==> src/rtl/lfsr_rng.sv <==
// Parametrised Fibonacci LFSR random-number generator.
// Seed load, free-run stirring, req/valid draws with rejection sampling.
module lfsr_rng #(
    parameter int               WIDTH        = 16,
    parameter int               OUT_W        = 8,
    parameter int               STEPS        = 8,
    parameter int               MAX_RETRY    = 3,
    parameter logic [WIDTH-1:0] DEFAULT_SEED = WIDTH'(1)
) (
    input  logic             in_clk,
    input  logic             in_rst,
    input  logic [WIDTH-1:0] in_taps,
    input  logic [WIDTH-1:0] in_seed,
    input  logic             in_seed_load,
    input  logic             in_enable,
    input  logic             in_req,
    input  logic [OUT_W-1:0] in_limit,
    output logic [OUT_W-1:0] out_value,
    output logic             out_valid,
    output logic             out_busy,
    output logic             out_fallback,
    output logic             out_lockup
);

    localparam int CNT_W = $clog2(STEPS + 1);
    localparam int RTY_W = (MAX_RETRY > 0) ? $clog2(MAX_RETRY + 1) : 1;

    typedef enum logic [1:0] {
        ST_IDLE,
        ST_DRAW,
        ST_CHECK
    } fsm_e;

    fsm_e             fsm_q, fsm_d;
    logic [WIDTH-1:0] lfsr_q, lfsr_d;
    logic [CNT_W-1:0] cnt_q, cnt_d;
    logic [RTY_W-1:0] retry_q, retry_d;
    logic [OUT_W-1:0] value_q, value_d;
    logic             valid_q, valid_d;
    logic             fallback_q, fallback_d;
    logic             lockup_q, lockup_d;

    logic             fb;
    logic [WIDTH-1:0] shifted;
    logic [OUT_W-1:0] cand;
    logic             cand_ok;
    logic             unused_tap_msb;

    // The top tap bit has no state bit above it to select.
    assign unused_tap_msb = in_taps[WIDTH-1];

    // Feedback: bit 0 always, plus each state bit j selected by tap WIDTH-1-j.
    always_comb begin
        fb = lfsr_q[0];
        for (int j = 1; j < WIDTH; j++) begin
            fb = fb ^ (in_taps[WIDTH-1-j] & lfsr_q[j]);
        end
        shifted = {fb, lfsr_q[WIDTH-1:1]};
        cand    = lfsr_q[OUT_W-1:0];
        cand_ok = (in_limit == '0) || (cand < in_limit);
    end

    // Next-state: seed load beats lockup recovery beats the draw FSM.
    always_comb begin
        fsm_d      = fsm_q;
        lfsr_d     = lfsr_q;
        cnt_d      = cnt_q;
        retry_d    = retry_q;
        value_d    = value_q;
        fallback_d = fallback_q;
        valid_d    = 1'b0;
        lockup_d   = 1'b0;
        if (in_seed_load) begin
            lfsr_d = in_seed;
            fsm_d  = ST_IDLE;
        end else if (lfsr_q == '0) begin
            lfsr_d   = DEFAULT_SEED;
            lockup_d = 1'b1;
        end else begin
            unique case (fsm_q)
                ST_IDLE: begin
                    if (in_req) begin
                        fsm_d   = ST_DRAW;
                        cnt_d   = CNT_W'(STEPS);
                        retry_d = '0;
                    end else if (in_enable) begin
                        lfsr_d = shifted;
                    end
                end
                ST_DRAW: begin
                    lfsr_d = shifted;
                    cnt_d  = cnt_q - CNT_W'(1);
                    if (cnt_q == CNT_W'(1)) begin
                        fsm_d = ST_CHECK;
                    end
                end
                ST_CHECK: begin
                    if (cand_ok) begin
                        value_d    = cand;
                        fallback_d = 1'b0;
                        valid_d    = 1'b1;
                        fsm_d      = ST_IDLE;
                    end else if (retry_q == RTY_W'(MAX_RETRY)) begin
                        value_d    = '0;
                        fallback_d = 1'b1;
                        valid_d    = 1'b1;
                        fsm_d      = ST_IDLE;
                    end else begin
                        retry_d = retry_q + RTY_W'(1);
                        cnt_d   = CNT_W'(STEPS);
                        fsm_d   = ST_DRAW;
                    end
                end
                default: begin
                    fsm_d = ST_IDLE;
                end
            endcase
        end
    end

    // State registers with asynchronous reset.
    always_ff @(posedge in_clk or posedge in_rst) begin
        if (in_rst) begin
            fsm_q      <= ST_IDLE;
            lfsr_q     <= DEFAULT_SEED;
            cnt_q      <= '0;
            retry_q    <= '0;
            value_q    <= '0;
            valid_q    <= 1'b0;
            fallback_q <= 1'b0;
            lockup_q   <= 1'b0;
        end else begin
            fsm_q      <= fsm_d;
            lfsr_q     <= lfsr_d;
            cnt_q      <= cnt_d;
            retry_q    <= retry_d;
            value_q    <= value_d;
            valid_q    <= valid_d;
            fallback_q <= fallback_d;
            lockup_q   <= lockup_d;
        end
    end

    assign out_value    = value_q;
    assign out_valid    = valid_q;
    assign out_busy     = (fsm_q != ST_IDLE);
    assign out_fallback = fallback_q;
    assign out_lockup   = lockup_q;

endmodule

==> config.mk <==
export PLATFORM = sky130hd
export DESIGN_NAME = lfsr_rng
export DESIGN_NICKNAME = d
export VERILOG_FILES = /design/src/rtl/lfsr_rng.sv
export SDC_FILE = /design/constraint.sdc
export NUM_CORES = 1
export LEC_CHECK = 0
export ABC_CLOCK_PERIOD_IN_PS = 6330
export BUFFER_PORTS_ARGS = -buffer_cell sky130_fd_sc_hd__buf_2
export CORE_MARGIN = 2
export CORE_UTILIZATION = 35
export CTS_CLUSTER_DIAMETER = 200
export DETAILED_ROUTE_END_ITERATION = 16
export HOLD_SLACK_MARGIN = 0.15
export PLACE_DENSITY_LB_ADDON = 0.08
export SETUP_SLACK_MARGIN = 0.1
export SYNTH_ARGS = -nofsm -noshare
export SYNTH_HDL_FRONTEND = slang
export SYNTH_SLANG_ARGS = --single-unit
==> constraint.sdc <==
create_clock -name in_clk -period 6.33 [get_ports in_clk]
set_input_delay 0.633 -clock in_clk [delete_from_list [all_inputs] [get_ports in_clk]]
set_output_delay 0.633 -clock in_clk [all_outputs]
set_load 0.005 [all_outputs]
==> load_flow_metrics.sql, run 1 <==
INSERT INTO impl_metrics (metric_group, metric, value, unit) VALUES
('outcome', 'run_status', 'complete, no violations', ''),
('global_route', 'pin_count_of_the_biggest_net_entering_global_routing', '36', ''),
('timing', 'maxSlewViolCount', '0', ''),
('logic_synthesis', 'synth_flop_cell', 'sky130_fd_sc_hd__dfrtp_1', ''),
('die', 'num_rows', '27', ''),
('critical_path', 'reg2reg_setup_slack', '4.03', 'ns'),
('critical_path', 'timing.critical_path.to_type', 'register', ''),
('logic_synthesis', 'netlist-cell-type-count', '34', ''),
('clock_tree', 'clk_tree_root_cell', 'sky130_fd_sc_hd__clkbuf_8', ''),
('logic_synthesis', 'count_of_state_elements_after_synthesis', '35', ''),
('timing', 'fmax', '436', 'MHz'),
('detailed_routing', 'drt_first_iter_violations', '36', ''),
('placed_design', 'finalWeightedCongestion', '0.786', ''),
('global_route', 'track_usage', '0.154', ''),
('power', 'pwr-share-comb', '0.266', ''),
('layout', 'mostFrequentLayoutCells', '55 x sky130_fd_sc_hd__buf_2, 34 x sky130_fd_sc_hd__dfrtp_1, 32 x sky130_fd_sc_hd__nand2_1, 25 x sky130_fd_sc_hd__o21ai_0', ''),
('timing', 'tightest_slew', '0.661', 'ns'),
('detailed_routing', 'wl_per_cell', '13.5', 'µm'),
('detailed_routing', 'post_drt_via_cell_ratio', '4.81', ''),
('clock_tree', 'cts_made_buffers', '5', ''),
('timing', 'final.setup.tns', '0', 'ns'),
('logic_synthesis', 'postSynthNetCount', '276', ''),
('detailed_routing', 'antenna_violating_nets_post_route', '0', ''),
('placed_design', 'io_buffers', '55', ''),
('min_path', 'timing.hold.worst.class', 'primary input to async pin', ''),
('layout', 'post_route_cells_drive_above_1_share', '0.260', ''),
('global_route', 'wire_length_of_the_first_global_routing_pass', '7.56', 'mm'),
('die', 'dieArea', '0.00649', 'mm²'),
('timing', 'fin_crit_sh', '0.363', ''),
('logic_synthesis', 'number_of_enable_flip_flop_cells_after_synthesis', '0', ''),
('timing', 'layout_min_cycle_time', '2.30', 'ns'),
('clock_tree', 'clock_tree_from_tritoncts', 'yes', ''),
('detailed_routing', 'drt_drc_violations_left', '0', ''),
('timing', 'slew_headroom', '0.559', ''),
('power', 'total_internal_power', '0.000412', 'W'),
('clock_tree', 'clock_latency', '0.29', 'ns'),
('layout', 'fillerInstances', '593', ''),
('layout', 'fin_nets', '331', ''),
('clock_tree', 'post_cts.resized_instances', '0', ''),
('global_route', 'globalRoute.totalOverflow', '0', ''),
('critical_path', 'crit_path_start_kind', 'register', ''),
('logic_synthesis', 'synth_sequential_area_ratio', '0.427', ''),
('critical_path', 'worst-setup-path-type', 'register to register', ''),
('logic_synthesis', 'syn_area', '0.00205', 'mm²'),
('detailed_routing', 'via_count', '1677', ''),
('layout', 'layout-area-overhead-vs-synth', '19.9', '%'),
('clock_tree', 'clockBufferDepth', '2', ''),
('clock_tree', 'clock_slew_seen_by_the_registers_of_the_worst_setup_and_hold_paths', '0.07', 'ns'),
('critical_path', 'critPathArrivalTime', '2.47', 'ns'),
('layout', 'area.sequential', '877', 'µm²'),
('timing', 'final.setup_skew', '0.00581', 'ns'),
('power', 'pwr-share-clk', '0.256', ''),
('critical_path', 'required_time_worst_endpoint', '6.50', 'ns'),
('clock_tree', 'cts.hold.buffers_added', '0', ''),
('die', 'chipWidth', '80.6', 'µm'),
('timing', 'finalHoldViolations', '0', ''),
('layout', 'multi_input_area', '0.00106', 'mm²'),
('global_route', 'vias_in_the_first_global_route', '1575', ''),
('flow_run', 'max-cap-violations', '0', ''),
('logic_synthesis', 'postSynth.asyncResetShare', '1.00', ''),
('logic_synthesis', 'synth.avg_cell_area', '9.28', 'µm²'),
('timing', 'worst_hold_slack', '0.427', 'ns'),
('clock_tree', 'htree_levels', '2', ''),
('layout', 'insertedDiodeCount', '0', ''),
('clock_tree', 'post_cts_buffers', '0', ''),
('detailed_routing', 'drt-pass1-iter-count', '4', ''),
('global_route', 'number_of_antenna_violations_at_the_first_check_in_global_routing', '0', ''),
('die', 'core_area', '0.00557', 'mm²'),
('detailed_routing', 'wl', '4.71', 'mm'),
('power', 'power_leakage', '1.26', 'nW'),
('logic_synthesis', 'netlist_instances', '221', '');
[power by group through the flow]
stage          clock network, W  registers (W)  logic, W
2_1_floorplan                 0       0.000280  0.000122
3_3_place_gp                  0       0.000293  0.000160
3_5_place_dp                  0       0.000292  0.000163
4_1_cts                0.000161       0.000289  0.000164
5_1_grt                0.000172       0.000293  0.000184
6_report               0.000154       0.000288  0.000160
[flip-flops by register name, summed over array words and instances (netlist names)]
signal and flops:
out_lockup 1, cnt_q 4, retry_q 2, out_fallback 1
out_valid 1, fsm_q 2, out_value 8, lfsr_q 16
[final timing paths]
| kind | cells after the start | endpoint | start |
|---|---|---|---|
| setup / recovery | 6 | out_value[7]$_DFFE_PP0P_ | lfsr_q[0]$_DFFE_PP1P_ |
| min in group in_clk | 1 | out_value[6]$_DFFE_PP0P_ | out_value[6]$_DFFE_PP0P_ |
| hold / removal | 3 | out_value[0]$_DFFE_PP0P_ | in_rst |
| hold reg to reg | 1 | out_value[6]$_DFFE_PP0P_ | out_value[6]$_DFFE_PP0P_ |
| setup reg to reg | 6 | out_value[7]$_DFFE_PP0P_ | lfsr_q[0]$_DFFE_PP1P_ |
| max in group asynchronous | 3 | lfsr_q[0]$_DFFE_PP1P_ | in_rst |
[per-layer routing]
| metal | vias to the layer above | global-route usage | part of all wire |
|---|---|---|---|
| met5 | - | 0 | 0 |
| met4 | 0 | 0.0508 | 0.0089 |
| met3 | 4 | 0.0337 | 0.044 |
| met2 | 31 | 0.242 | 0.46 |
| met1 | 762 | 0.209 | 0.48 |
| li1 | 880 | - | - |
[kinds of logic (layout without fill, tap and decap cells)]
kind of cell               after synthesis  count (layout)  synth area share
buffers and inverters                   25              81            0.0561
muxes                                   16              16            0.0780
DFF                                     35              35             0.427
adders and majority gates               10              10            0.0610
and+or+nand+nor                         67              67             0.157
xor gates and xnor gates                15              15            0.0640
AOI/OAI and AO/OA                       53              53             0.157
[per-stage QoR]
| stage | total power (W) | area, µm² | worst slack, ns | cells | utilization |
|---|---|---|---|---|---|
| 2_1_floorplan | 0.000403 | 2050 | 4.07 | 221 | - |
| 3_3_place_gp | 0.000454 | 2380 | 3.72 | 341 | 0.426 |
| 3_5_place_dp | 0.000455 | 2380 | 3.74 | 341 | 0.426 |
| 4_1_cts | 0.000613 | 2460 | 4.02 | 349 | 0.442 |
| 5_1_grt | 0.000648 | 2460 | 3.87 | 349 | 0.442 |
| 6_report | 0.000602 | 2460 | 4.03 | 349 | 0.442 |
[worst max-delay path: stages (launching register included)]
cell                      delay (ns)
sky130_fd_sc_hd__dfstp_2        0.58
sky130_fd_sc_hd__nor4_1         0.06
sky130_fd_sc_hd__nand4_1        0.24
sky130_fd_sc_hd__nor2b_1        0.60
sky130_fd_sc_hd__and3_4         0.31
sky130_fd_sc_hd__o21ai_2        0.13
sky130_fd_sc_hd__a22o_1         0.26
[Yosys cell counts, types with 3 or more instances]
library cell | count | share of area
sky130_fd_sc_hd__o21ai_1 | 3 | 0.0073
sky130_fd_sc_hd__xnor2_1 | 11 | 0.047
sky130_fd_sc_hd__and3_1 | 3 | 0.0091
sky130_fd_sc_hd__xor2_1 | 4 | 0.017
sky130_fd_sc_hd__nor2_1 | 8 | 0.015
sky130_fd_sc_hd__nand2_1 | 32 | 0.059
sky130_fd_sc_hd__dfrtp_1 | 34 | 0.41
sky130_fd_sc_hd__ha_1 | 10 | 0.061
sky130_fd_sc_hd__nand3_1 | 7 | 0.017
sky130_fd_sc_hd__clkbuf_1 | 4 | 0.0073
sky130_fd_sc_hd__nor4_1 | 7 | 0.021
sky130_fd_sc_hd__a22o_1 | 8 | 0.034
sky130_fd_sc_hd__inv_1 | 16 | 0.029
sky130_fd_sc_hd__nand4_1 | 3 | 0.0091
sky130_fd_sc_hd__o21ai_0 | 25 | 0.061
sky130_fd_sc_hd__a21oi_1 | 10 | 0.024
sky130_fd_sc_hd__mux2i_1 | 16 | 0.078
[final cells by class]
type,count,area share
inverter,16,0.0244
multi-input combinational,161,0.431
clock inverter,3,0.00610
clock buffer,5,0.0280
tap,72,0.0366
timing repair buffer,57,0.118
sequential,35,0.356
(Power assumes the default switching activity.)
==> run 2: changes to the inputs <==
- ABC_CLOCK_PERIOD_IN_PS: 6330 -> 2200
- clock period: 6.33 -> 2.2 ns (I/O delays scaled with it)
==> run 2 against run 1 <==
Count of clock-buffer cells in the layout rose by 3. Highest routed layer unchanged. Worst setup slack got worse by 3.8 ns. Wire length increased by 8.8%.
==> load_flow_metrics.sql, run 2 (same netlist as run 1, synthesis figures left out) <==
INSERT INTO impl_metrics (metric_group, metric, value, unit) VALUES
('clock_tree', 'clock_slew_seen_by_the_registers_of_the_worst_setup_and_hold_paths', '0.07', 'ns'),
('global_route', 'vias_in_the_first_global_route', '1710', ''),
('detailed_routing', 'drt_first_iter_violations', '62', ''),
('timing', 'finalHoldViolations', '0', ''),
('die', 'dieArea', '0.00649', 'mm²'),
('power', 'pwr_density_cell', '696', 'mW/mm²'),
('detailed_routing', 'post_drt_via_cell_ratio', '4.84', ''),
('power', 'post-layout-total-power', '0.00186', 'W'),
('die', 'core_area', '0.00557', 'mm²'),
('clock_tree', 'clk_tree_root_cell', 'sky130_fd_sc_hd__clkbuf_8', ''),
('global_route', 'pin_count_of_the_biggest_net_entering_global_routing', '36', ''),
('detailed_routing', 'drt-pass1-iter-count', '5', ''),
('clock_tree', 'cts.sink_count', '35', ''),
('layout', 'mostFrequentLayoutCells', '55 x sky130_fd_sc_hd__buf_2, 33 x sky130_fd_sc_hd__dfrtp_1, 32 x sky130_fd_sc_hd__nand2_1, 24 x sky130_fd_sc_hd__o21ai_0', ''),
('critical_path', 'path_max_fanout', '4', ''),
('critical_path', 'worstPathBufferInverterCount', '1', ''),
('power', 'power_leakage', '1.34', 'nW'),
('layout', 'layout-area-overhead-vs-synth', '30.5', '%'),
('detailed_routing', 'wl', '5.12', 'mm'),
('global_route', 'globalRoute.totalOverflow', '0', ''),
('critical_path', 'worst-setup-path-type', 'register to register', ''),
('critical_path', 'crit_chain', 'ha_1 > a21o_1 > a2111oi_4 > o21ai_2 > buf_4 > a22oi_2 > o21ai_1 > o21ai_0', ''),
('layout', 'largest_register_ff_count', '16', ''),
('layout', 'post_route_cells_drive_above_1_share', '0.282', ''),
('die', 'initial_core_util', '0.368', ''),
('critical_path', 'required_time_worst_endpoint', '2.41', 'ns'),
('timing', 'maxSlewViolCount', '0', ''),
('detailed_routing', 'via_count', '1771', ''),
('layout', 'largest-register', 'lfsr_q', ''),
('layout', 'area.sequential', '878', 'µm²'),
('placed_design', 'post-dp-hpwl', '3.72', 'mm'),
('critical_path', 'critPathArrivalTime', '2.16', 'ns'),
('clock_tree', 'cts_made_buffers', '5', ''),
('clock_tree', 'clock_latency', '0.28', 'ns'),
('global_route', 'track_usage', '0.167', ''),
('layout', 'insertedDiodeCount', '0', ''),
('layout', 'multi_input_area', '0.00111', 'mm²'),
('critical_path', 'cpLargestDelayFamily', 'compound AO/OA/AOI/OAI gates', ''),
('layout', 'fillerInstances', '593', ''),
('timing', 'fmax', '510', 'MHz'),
('layout', 'layout_commonest_cell', 'sky130_fd_sc_hd__buf_2', ''),
('critical_path', 'worst_path_max_delay_cell', 'sky130_fd_sc_hd__dfrtp_1', ''),
('clock_tree', 'clockBufferDepth', '2', ''),
('clock_tree', 'clock_tree_from_tritoncts', 'yes', ''),
('layout', 'finish.utilization', '0.481', ''),
('timing', 'fin_crit_sh', '0.891', ''),
('flow_run', 'max-cap-violations', '0', ''),
('critical_path', 'crit_path_start_kind', 'register', ''),
('critical_path', 'cp_slowest_stage_delay', '0.39', 'ns'),
('power', 'worst_ir_drop_vdd', '0.000345', 'V'),
('timing', 'final.setup_skew', '0.00931', 'ns'),
('critical_path', 'timing.critical_path.to_type', 'register', ''),
('min_path', 'timing.hold.worst.class', 'primary input to register', ''),
('timing', 'tightest_slew', '0.474', 'ns'),
('die', 'floorplan.io_pins', '57', ''),
('die', 'num_rows', '27', ''),
('timing', 'finalSetupViolCount', '0', ''),
('timing', 'layout_min_cycle_time', '1.96', 'ns'),
('die', 'die_height', '80.6', 'µm'),
('die', 'chipWidth', '80.6', 'µm'),
('global_route', 'wire_length_of_the_first_global_routing_pass', '8.28', 'mm'),
('detailed_routing', 'antenna_violating_nets_post_route', '0', ''),
('placed_design', 'io_buffers', '55', ''),
('timing', 'slew_headroom', '0.684', ''),
('timing', 'rsz0062_at_grt', 'no', ''),
('global_route', 'number_of_antenna_violations_at_the_first_check_in_global_routing', '0', ''),
('outcome', 'run_status', 'complete, no violations', ''),
('layout', 'finalInstanceArea', '0.00268', 'mm²'),
('placed_design', 'finalWeightedCongestion', '0.795', ''),
('clock_tree', 'htree_levels', '2', ''),
('timing', 'final.setup.tns', '0', 'ns'),
('layout', 'fin_nets', '348', ''),
('detailed_routing', 'drt_drc_violations_left', '0', ''),
('detailed_routing', 'wl_per_cell', '14.0', 'µm'),
('placed_design', 'detailed_place.area', '0.00243', 'mm²'),
('clock_tree', 'post_cts_buffers', '0', '');
[run 2: changes by cell type in the layout (fill, tap and decap cells not counted), moves of 2 or more]
cell / change
sky130_fd_sc_hd__buf_4: +7
sky130_fd_sc_hd__clkinv_2: -3
sky130_fd_sc_hd__dlygate4sd3_1: +10
sky130_fd_sc_hd__clkbuf_8: +2
[run 2: path summary, 6_finish.rpt]
path	start	end	slack [ns]	depth (start not counted)
worst min register to register	out_value[6]$_DFFE_PP0P_	out_value[6]$_DFFE_PP0P_	0.50	1
worst max-delay path	lfsr_q[4]$_DFFE_PP0P_	cnt_q[2]$_DFFE_PP0P_	0.24	8
max in group asynchronous	in_rst	lfsr_q[0]$_DFFE_PP1P_	1.24	4
worst min-delay path	in_seed[12]	lfsr_q[12]$_DFFE_PP0P_	0.16	3
worst max register to register	lfsr_q[4]$_DFFE_PP0P_	cnt_q[2]$_DFFE_PP0P_	0.24	8
min in group asynchronous	in_rst	out_valid$_DFF_PP0_	0.58	4
[run 2: per-layer routing]
layer	GRT usage	vias up	part of all wire
li1	-	915	-
met1	0.227	819	0.49
met2	0.263	35	0.47
met3	0.0393	2	0.036
met4	0.0458	0	0.0053
met5	0	-	0
[run 2: cell type report]
type / instances / share of cell area
Clock buffer: 8 / 0.0374
Inverter: 16 / 0.0224
Multi-Input combinational cell: 161 / 0.413
Sequential cell: 35 / 0.328
Tap cell: 72 / 0.0336
Timing Repair Buffer: 74 / 0.165
[run 2: power by group]
| part | internal [W] | switching [W] | total (W) |
|---|---|---|---|
| combinational | 0.000275 | 0.000250 | 0.000526 |
| clock | 0.000286 | 0.000226 | 0.000512 |
| sequential | 0.000730 | 0.0000973 | 0.000827 |
[run 2: worst min-delay path, delay by kind of cell]
kind | cells | cell delay [ns]
AND/OR/NAND/NOR | 1 | 0.04
AO/OA/AOI/OAI | 1 | 0.06
buffers and inverters | 1 | 0.08
[run 2: through the flow]
stage / cells / setup slack [ns] / hold slack, ns
3_5_place_dp: 348 / 0.0290 / 0.351
2_1_floorplan: 221 / 0.192 / 0.341
4_1_cts: 366 / 0.113 / 0.150
5_1_grt: 366 / 0.103 / 0.165
3_3_place_gp: 348 / 0.119 / 0.348
6_report: 366 / 0.240 / 0.158
[run 2: repair_timing]
item,in CTS,in global routing
resized for setup,3,7
hold endpoints to repair,43,0
setup endpoints to repair,12,15
hold buffers,10,0
pin swaps,1,4
